`src/rtl/tri_bbox_cull_pkg.sv`:
```
// Shared triangle-setup types: vertex/triangle layout, coordinate indices,
// the stage-3 setup record and small signed min/max/clamp helpers.
package tri_bbox_cull_pkg;

  localparam int X = 0;
  localparam int Y = 1;
  localparam int Z = 2;

  typedef logic [15:0]   coord_t;
  typedef coord_t [2:0]  vertex_t;
  typedef vertex_t [2:0] tri_t;

  // Bbox fields are wide enough for any viewport; the top trims them to port width.
  typedef struct packed {
    logic [15:0]        min_x;
    logic [15:0]        max_x;
    logic [15:0]        min_y;
    logic [15:0]        max_y;
    logic signed [34:0] area2;
    logic               empty;
  } tri_setup_t;

  function automatic logic signed [15:0] min3(input logic signed [15:0] a,
                                              input logic signed [15:0] b,
                                              input logic signed [15:0] c);
    logic signed [15:0] m;
    m = (a < b) ? a : b;
    return (c < m) ? c : m;
  endfunction

  function automatic logic signed [15:0] max3(input logic signed [15:0] a,
                                              input logic signed [15:0] b,
                                              input logic signed [15:0] c);
    logic signed [15:0] m;
    m = (a > b) ? a : b;
    return (c > m) ? c : m;
  endfunction

  function automatic logic [15:0] clamp_coord(input logic signed [15:0] v, input int limit);
    if (v < 0) return '0;
    if (int'(v) > limit - 1) return 16'(limit - 1);
    return v;
  endfunction

endpackage

```
`src/rtl/freezable_pipeline.sv`:
```
// DEPTH-stage register chain that shifts only while freeze is low; 
// sync reset clears every stage to zero.
module freezable_pipeline #(
  parameter int WIDTH = 8,
  parameter int DEPTH = 1
) (
  input  logic             clk,
  input  logic             rst,
  input  logic             freeze,
  input  logic [WIDTH-1:0] d,
  output logic [WIDTH-1:0] q
);

  logic [DEPTH-1:0][WIDTH-1:0] stages;

  always_ff @(posedge clk) begin
    if (rst) begin
      stages <= '0;
    end else if (!freeze) begin
      stages[0] <= d;
      for (int i = 1; i < DEPTH; i++) stages[i] <= stages[i-1];
    end
  end

  assign q = stages[DEPTH-1];

endmodule

```
`src/rtl/tri_bbox_cull_bbox_clamp.sv`:
```
// Clamps a signed 16-bit min/max pair into [0, LIMIT-1]; purely combinational.
module bbox_clamp #(
  parameter int LIMIT = 320
) (
  input  logic signed [15:0]         lo,
  input  logic signed [15:0]         hi,
  output logic [$clog2(LIMIT)-1:0]   lo_clamped,
  output logic [$clog2(LIMIT)-1:0]   hi_clamped
);
  import tri_bbox_cull_pkg::*;

  localparam int OW = $clog2(LIMIT);

  assign lo_clamped = OW'(clamp_coord(lo, LIMIT));
  assign hi_clamped = OW'(clamp_coord(hi, LIMIT));

endmodule

```
`src/rtl/tri_bbox_cull.sv`:
```
// Triangle setup: bbox, doubled area and cull; 3-cycle latency, 1 tri/cycle.
// Whole pipe freezes when stage 3 holds a beat that downstream is not taking.
module tri_bbox_cull #(
  parameter int WIDTH         = 320,
  parameter int HEIGHT        = 180,
  parameter int TRI_COUNT     = 2048,
  parameter int BACKFACE_CULL = 1,
  parameter int TRI_ID_WIDTH  = $clog2(TRI_COUNT)
) (
  input  logic                       clk_in,
  input  logic                       rst_in,
  input  logic                       valid_in,
  output logic                       ready_out,
  input  logic [2:0][2:0][15:0]      tri_vertices_in,
  input  logic                       last_tri_in,
  input  logic [TRI_ID_WIDTH-1:0]    tri_id_in,
  output logic                       valid_out,
  input  logic                       ready_in,
  output logic [2:0][2:0][15:0]      tri_vertices_out,
  output logic [TRI_ID_WIDTH-1:0]    tri_id_out,
  output logic                       last_tri_out,
  output logic                       empty_out,
  output logic [$clog2(WIDTH)-1:0]   bbox_min_x_out,
  output logic [$clog2(WIDTH)-1:0]   bbox_max_x_out,
  output logic [$clog2(HEIGHT)-1:0]  bbox_min_y_out,
  output logic [$clog2(HEIGHT)-1:0]  bbox_max_y_out,
  output logic signed [34:0]         area2_out,
  output logic [TRI_ID_WIDTH:0]      culled_count_out
);
  import tri_bbox_cull_pkg::*;

  localparam int XW = $clog2(WIDTH);
  localparam int YW = $clog2(HEIGHT);

  typedef struct packed {
    tri_t                    verts;
    logic [TRI_ID_WIDTH-1:0] id;
    logic                    last;
  } sideband_t;

  logic advance;
  logic s1_valid, s2_valid, s3_valid;
  logic signed [15:0] x0, x1, x2, y0, y1, y2;
  logic signed [15:0] s1_min_x, s1_max_x, s1_min_y, s1_max_y;
  logic signed [15:0] s2_min_x, s2_max_x, s2_min_y, s2_max_y;
  logic signed [16:0] s1_dx1, s1_dy1, s1_dx2, s1_dy2;
  logic signed [33:0] s2_p0, s2_p1;
  logic signed [34:0] area2_next;
  logic offscreen, cull, count_inc, last_hs;
  logic [XW-1:0] cx_lo, cx_hi;
  logic [YW-1:0] cy_lo, cy_hi;
  tri_setup_t setup_next, s3_setup;
  sideband_t sb_in, sb1, sb2, sb3;
  logic [TRI_ID_WIDTH:0] culled_count;

  assign advance   = !s3_valid || ready_in;
  assign ready_out = advance;

  assign x0 = tri_vertices_in[0][X];
  assign x1 = tri_vertices_in[1][X];
  assign x2 = tri_vertices_in[2][X];
  assign y0 = tri_vertices_in[0][Y];
  assign y1 = tri_vertices_in[1][Y];
  assign y2 = tri_vertices_in[2][Y];

  assign sb_in = '{verts: tri_vertices_in, id: tri_id_in, last: last_tri_in};

  freezable_pipeline #(.WIDTH($bits(sideband_t)), .DEPTH(1)) u_sb1 (
    .clk(clk_in), .rst(rst_in), .freeze(!advance), .d(sb_in), .q(sb1));
  freezable_pipeline #(.WIDTH($bits(sideband_t)), .DEPTH(1)) u_sb2 (
    .clk(clk_in), .rst(rst_in), .freeze(!advance), .d(sb1), .q(sb2));
  freezable_pipeline #(.WIDTH($bits(sideband_t)), .DEPTH(1)) u_sb3 (
    .clk(clk_in), .rst(rst_in), .freeze(!advance), .d(sb2), .q(sb3));

  bbox_clamp #(.LIMIT(WIDTH)) u_clamp_x (
    .lo(s2_min_x), .hi(s2_max_x), .lo_clamped(cx_lo), .hi_clamped(cx_hi));
  bbox_clamp #(.LIMIT(HEIGHT)) u_clamp_y (
    .lo(s2_min_y), .hi(s2_max_y), .lo_clamped(cy_lo), .hi_clamped(cy_hi));

  // Cull is resolved before the stage-3 register so a dropped triangle never shows up as valid.
  assign area2_next = 35'(s2_p0) - 35'(s2_p1);
  assign offscreen  = (s2_max_x < 0) || (int'(s2_min_x) > WIDTH - 1) ||
                      (s2_max_y < 0) || (int'(s2_min_y) > HEIGHT - 1);
  assign cull       = offscreen || (area2_next == '0) || (BACKFACE_CULL != 0 && area2_next < 0);
  assign count_inc  = advance && s2_valid && cull;
  assign last_hs    = s3_valid && ready_in && sb3.last;

  always_comb begin
    setup_next       = '0;
    setup_next.min_x = 16'(cx_lo);
    setup_next.max_x = 16'(cx_hi);
    setup_next.min_y = 16'(cy_lo);
    setup_next.max_y = 16'(cy_hi);
    setup_next.area2 = area2_next;
    setup_next.empty = cull;
  end

  always_ff @(posedge clk_in) begin
    if (rst_in) begin
      s1_valid <= 1'b0;
      s2_valid <= 1'b0;
      s3_valid <= 1'b0;
      s1_min_x <= '0; s1_max_x <= '0; s1_min_y <= '0; s1_max_y <= '0;
      s2_min_x <= '0; s2_max_x <= '0; s2_min_y <= '0; s2_max_y <= '0;
      s1_dx1 <= '0; s1_dy1 <= '0; s1_dx2 <= '0; s1_dy2 <= '0;
      s2_p0 <= '0; s2_p1 <= '0;
      s3_setup <= '0;
      culled_count <= '0;
    end else begin
      if (advance) begin
        s1_valid <= valid_in;
        s1_min_x <= min3(x0, x1, x2);
        s1_max_x <= max3(x0, x1, x2);
        s1_min_y <= min3(y0, y1, y2);
        s1_max_y <= max3(y0, y1, y2);
        s1_dx1   <= 17'(x1) - 17'(x0);
        s1_dy1   <= 17'(y1) - 17'(y0);
        s1_dx2   <= 17'(x2) - 17'(x0);
        s1_dy2   <= 17'(y2) - 17'(y0);
        s2_valid <= s1_valid;
        s2_min_x <= s1_min_x;
        s2_max_x <= s1_max_x;
        s2_min_y <= s1_min_y;
        s2_max_y <= s1_max_y;
        s2_p0    <= 34'(s1_dx1) * 34'(s1_dy2);
        s2_p1    <= 34'(s1_dx2) * 34'(s1_dy1);
        // A culled mesh-end still goes out as an empty beat so the marker is never lost.
        s3_valid <= s2_valid && (!cull || sb2.last);
        s3_setup <= setup_next;
      end
      if (last_hs) begin
        culled_count <= {{TRI_ID_WIDTH{1'b0}}, count_inc};
      end else if (count_inc && culled_count != '1) begin
        culled_count <= culled_count + 1'b1;
      end
    end
  end

  assign valid_out        = s3_valid;
  assign tri_vertices_out = sb3.verts;
  assign tri_id_out       = sb3.id;
  assign last_tri_out     = sb3.last;
  assign empty_out        = s3_setup.empty;
  assign bbox_min_x_out   = XW'(s3_setup.min_x);
  assign bbox_max_x_out   = XW'(s3_setup.max_x);
  assign bbox_min_y_out   = YW'(s3_setup.min_y);
  assign bbox_max_y_out   = YW'(s3_setup.max_y);
  assign area2_out        = s3_setup.area2;
  assign culled_count_out = culled_count;

endmodule

```
`config.mk`:
```
export PLATFORM = sky130hd
export DESIGN_NAME = tri_bbox_cull
export DESIGN_NICKNAME = d
export VERILOG_FILES = /design/src/rtl/tri_bbox_cull_pkg.sv /design/src/rtl/freezable_pipeline.sv /design/src/rtl/tri_bbox_cull_bbox_clamp.sv /design/src/rtl/tri_bbox_cull.sv
export SDC_FILE = /design/constraint.sdc
export NUM_CORES = 2
export LEC_CHECK = 0
export ABC_CLOCK_PERIOD_IN_PS = 7970
export CAP_MARGIN = 0
export CORE_MARGIN = 8
export CORE_UTILIZATION = 61
export DETAILED_ROUTE_END_ITERATION = 8
export DONT_BUFFER_PORTS = 1
export GPL_TIMING_DRIVEN = 0
export PLACE_DENSITY = 0.77
export RECOVER_POWER = 50
export SETUP_SLACK_MARGIN = 0.05
export SYNTH_ARGS = -nofsm -noshare
export SYNTH_HDL_FRONTEND = slang
export SYNTH_SLANG_ARGS = --single-unit
```
`constraint.sdc`:
```
create_clock -name clk_in -period 7.97 [get_ports clk_in]
set_clock_uncertainty 0.05 [all_clocks]
set_input_delay 1.594 -clock clk_in [delete_from_list [all_inputs] [get_ports clk_in]]
set_output_delay 1.594 -clock clk_in [all_outputs]
set_load 0.05 [all_outputs]
```
==> results.json <==
{
  "status": "complete, no violations",
  "synth_edf_count": 0,
  "drive_above_1_share_pct": 3.10,
  "die_height_um": 324,
  "crit_fanout": 10,
  "p_int_mw": 11.1,
  "die_w_um": 324,
  "h-tree-depth": 3,
  "critPathKind": "reg2reg",
  "grt_max_degree": 15,
  "placed_area_mm2": 0.0593,
  "clock.fmax_ghz": 0.130,
  "fin_crit_sh_pct": 96.7,
  "drt_iter0_drc": 5091,
  "antenna_found_initial": 16,
  "wl_per_cell_um": 23.7,
  "vias": 50700,
  "hold_slack_ns": 0.396,
  "area_delta_synth_final_pct": 7.80,
  "drv_slew": 0,
  "synth_ff_type": "dfxtp_1",
  "synth_nets": 8072,
  "cp.buffers_inverters": 4,
  "max-vdd-ir-drop_v": 0.000244,
  "cts.clk_slew.worst_paths_ns": 0.06,
  "ys.warnings.count": 0,
  "synth.distinct_cells": 101,
  "comb_power_share_pct": 52.3,
  "clock_latency_ns": 0.68,
  "critical-path-max-stage-delay_ns": 0.61,
  "cpMostUsedCell": "fa_1",
  "cp_slowest_cell": "clkbuf_1",
  "drt_pre_antenna_iters": 9,
  "tightestPinTransition_ns": 1.43,
  "synth_area_mm2": 0.0577,
  "start_util_pct": 61.1,
  "cts_buffers": 86,
  "cts_tree": "built",
  "hold_class": "reg2reg",
  "grt-ovfl-total": 0,
  "grt_pass1_vias": 49900,
  "dieArea_mm2": 0.105,
  "cp-end-kind": "register",
  "cp.arrival_ns": 8.17,
  "clock_power_share_pct": 20.2,
  "cts_sinks": 817,
  "critical-path-top-delay-family": "adder cells",
  "hold_viol": 0,
  "cts_hold_buf": 0,
  "num_rows": 113,
  "worst_setup_path_start_kind": "register",
  "finalSetupViolations": 0,
  "grt_usage_pct": 37.5,
  "relSlewSlack_pct": 4.41,
  "swShare_pct": 45.0,
  "gp_congestion": 1.03,
  "grt_pass1_wl_um": 299000,
  "rsz0062_at_grt": "yes",
  "cts_root_buf": "clkbuf_16",
  "io_pins": 400,
  "worstPathCellList": "clkbuf_1 -> nand2_1 -> fa_1 -> fa_1 -> inv_1 -> fa_1 -> fa_1 -> fa_1 -> inv_1 -> fa_1 -> inv_1 -> ha_1 -> a21o_1 -> a21o_1 -> a21o_1 -> a2111oi_1 -> o41a_1 -> o21ai_1 -> a311o_1 -> a31oi_1 -> xnor2_1 -> o21ai_0",
  "ys_seq_area_share_pct": 28.3,
  "antenna_left": 0,
  "core_area_mm2": 0.0944,
  "routed_wl_um": 199000,
  "via_per_inst": 6.03,
  "fin_nets": 8153,
  "synthCells": 6982,
  "p_switching_mw": 9.09,
  "avgSynthCellArea_um2": 8.27,
  "p_leak_nw": 28.1,
  "portBuffers": 0,
  "power_frac_seq_pct": 27.4,
  "ys_ff_latch": 817,
  "clk_path_buf_depth": 3,
  "dp_hpwl_um": 159000,
  "remaining_drc_errors": 0,
  "critPathRequiredTime_ns": 8.44,
  "power_per_cell_area_mw_per_mm2": 325,
  "postCtsSetupBuffers": 0,
  "max_cap_violations": 0,
  "synthArstFlopShare_pct": 0,
  "period_minus_slack_ns": 7.71,
  "final_area_mm2": 0.0622
}
[flip-flops by register name (all words and copies together) (netlist names), 34 cells and up]
signal     flops
u_sb1.q      156
s2_p1         34
area2_out     35
u_sb2.q      156
s2_p0         34
u_sb3.q      156
[per-layer routing]
metal / part of all wire (%) / track usage (%)
met1: 36 / 45.0
met2: 44 / 58.4
met3: 13 / 13.1
met4: 7.1 / 21.9
met5: 0.021 / 0
[final timing paths]
check,start,end,slack (ns),cells past startpoint
max,s1_dx2[2],s2_p1[33],0.26,22
min reg2reg,s2_min_y[14],s2_min_y[14],0.40,2
min,s2_min_y[14],s2_min_y[14],0.40,2
max reg2reg,s1_dx2[2],s2_p1[33],0.26,22
[through the flow]
stage                     worst slack, ns  std cells  utilization (%)  power, mW  TNS [ns]
after floorplan                      1.42       6982                -       13.0         0
after global placement            -0.0683       8247             62.8       15.6    -0.154
after detailed placement           -0.144       8247             62.8       15.9    -0.441
after CTS                          0.0724       8399             65.8       20.0         0
after global routing             -0.00532       8397             65.9       21.6  -0.00532
final                               0.264       8405             65.9       20.2         0
[power by group through the flow]
stage | sequential [mW] | combinational [mW] | clock (mW)
6_report | 5.55 | 10.6 | 4.10
5_1_grt | 5.57 | 11.8 | 4.26
4_1_cts | 5.51 | 10.4 | 4.09
3_5_place_dp | 5.59 | 10.3 | 0
3_3_place_gp | 5.57 | 10.1 | 0
2_1_floorplan | 5.32 | 7.66 | 0
[worst min-delay path, stage by stage, from the launching register on]
cell	delay (ns)
dfxtp_1	0.30
nand2_1	0.05
a21oi_1	0.05
[cell type report]
type / count / area (um2)
Antenna cell: 9 / 22.5
Buffer: 389 / 1510
Clock inverter: 27 / 345
Multi-Input combinational cell: 5045 / 37200
Tap cell: 1265 / 1580
Inverter: 724 / 2720
Sequential cell: 817 / 16400
Fill cell: 8208 / 32200
Clock buffer: 129 / 2520
[kinds of logic after synthesis]
group | share of synthesized area [%]
multiplexers | 1.32
buffers and inverters | 7.33
adder cells (fa/ha/maj) | 27.9
XOR/XNOR | 1.68
flip-flops | 28.3
AO/OA/AOI/OAI | 13.3
AND/OR/NAND/NOR | 20.1
[synthesized netlist by cell type, types with 24 or more instances]
| cell | count | share of area [%] |
|---|---|---|
| a21o_1 | 75 | 0.98 |
| o21a_1 | 39 | 0.51 |
| o311ai_1 | 24 | 0.36 |
| mux2i_1 | 74 | 1.3 |
| nand4_1 | 30 | 0.33 |
| fa_1 | 597 | 21 |
| ha_1 | 333 | 7.2 |
| nand3_1 | 141 | 1.2 |
| nor3_1 | 93 | 0.81 |
| a21oi_1 | 821 | 7.1 |
| xnor2_1 | 83 | 1.3 |
| nor2_1 | 260 | 1.7 |
| and2_1 | 295 | 3.2 |
| nor2b_1 | 36 | 0.39 |
| dfxtp_1 | 817 | 28 |
| xor2_1 | 28 | 0.42 |
| and3_1 | 29 | 0.31 |
| inv_1 | 723 | 4.7 |
| clkbuf_1 | 374 | 2.4 |
| a211oi_1 | 36 | 0.47 |
| o21ai_0 | 99 | 0.86 |
| nand2_1 | 1622 | 11 |
| o311ai_0 | 24 | 0.36 |
| nand2b_1 | 38 | 0.41 |
[cell usage in the layout, fill, tap and decap left out, drive strengths merged, types with 6 or more instances in the layout]
cell type  instances
nand2           1623
a21oi            822
dfxtp            817
inv              725
fa               597
clkbuf           500
ha               333
and2             297
nor2             260
nand3            141
o21ai            103
nor3              93
xnor2             83
a21o              75
mux2i             74
o311ai            48
o21a              39
a211oi            39
nand2b            38
nor2b             37
nand4             32
and3              32
xor2              28
a31oi             24
or3               23
o211ai            18
clkinv            18
o31a              17
o21bai            16
buf               16
a21boi            15
or2               10
diode              9
or4                8
o31ai              8
a211o              8
a2111oi            7
nor4               6
a311oi             6
[what timing repair did]
action | in CTS | in global routing
resized for setup | 9 | 37
setup endpoints to repair | 4 | 10
cloned | 0 | 0
hold endpoints to repair | 0 | 0
(Power assumes the default switching activity.)
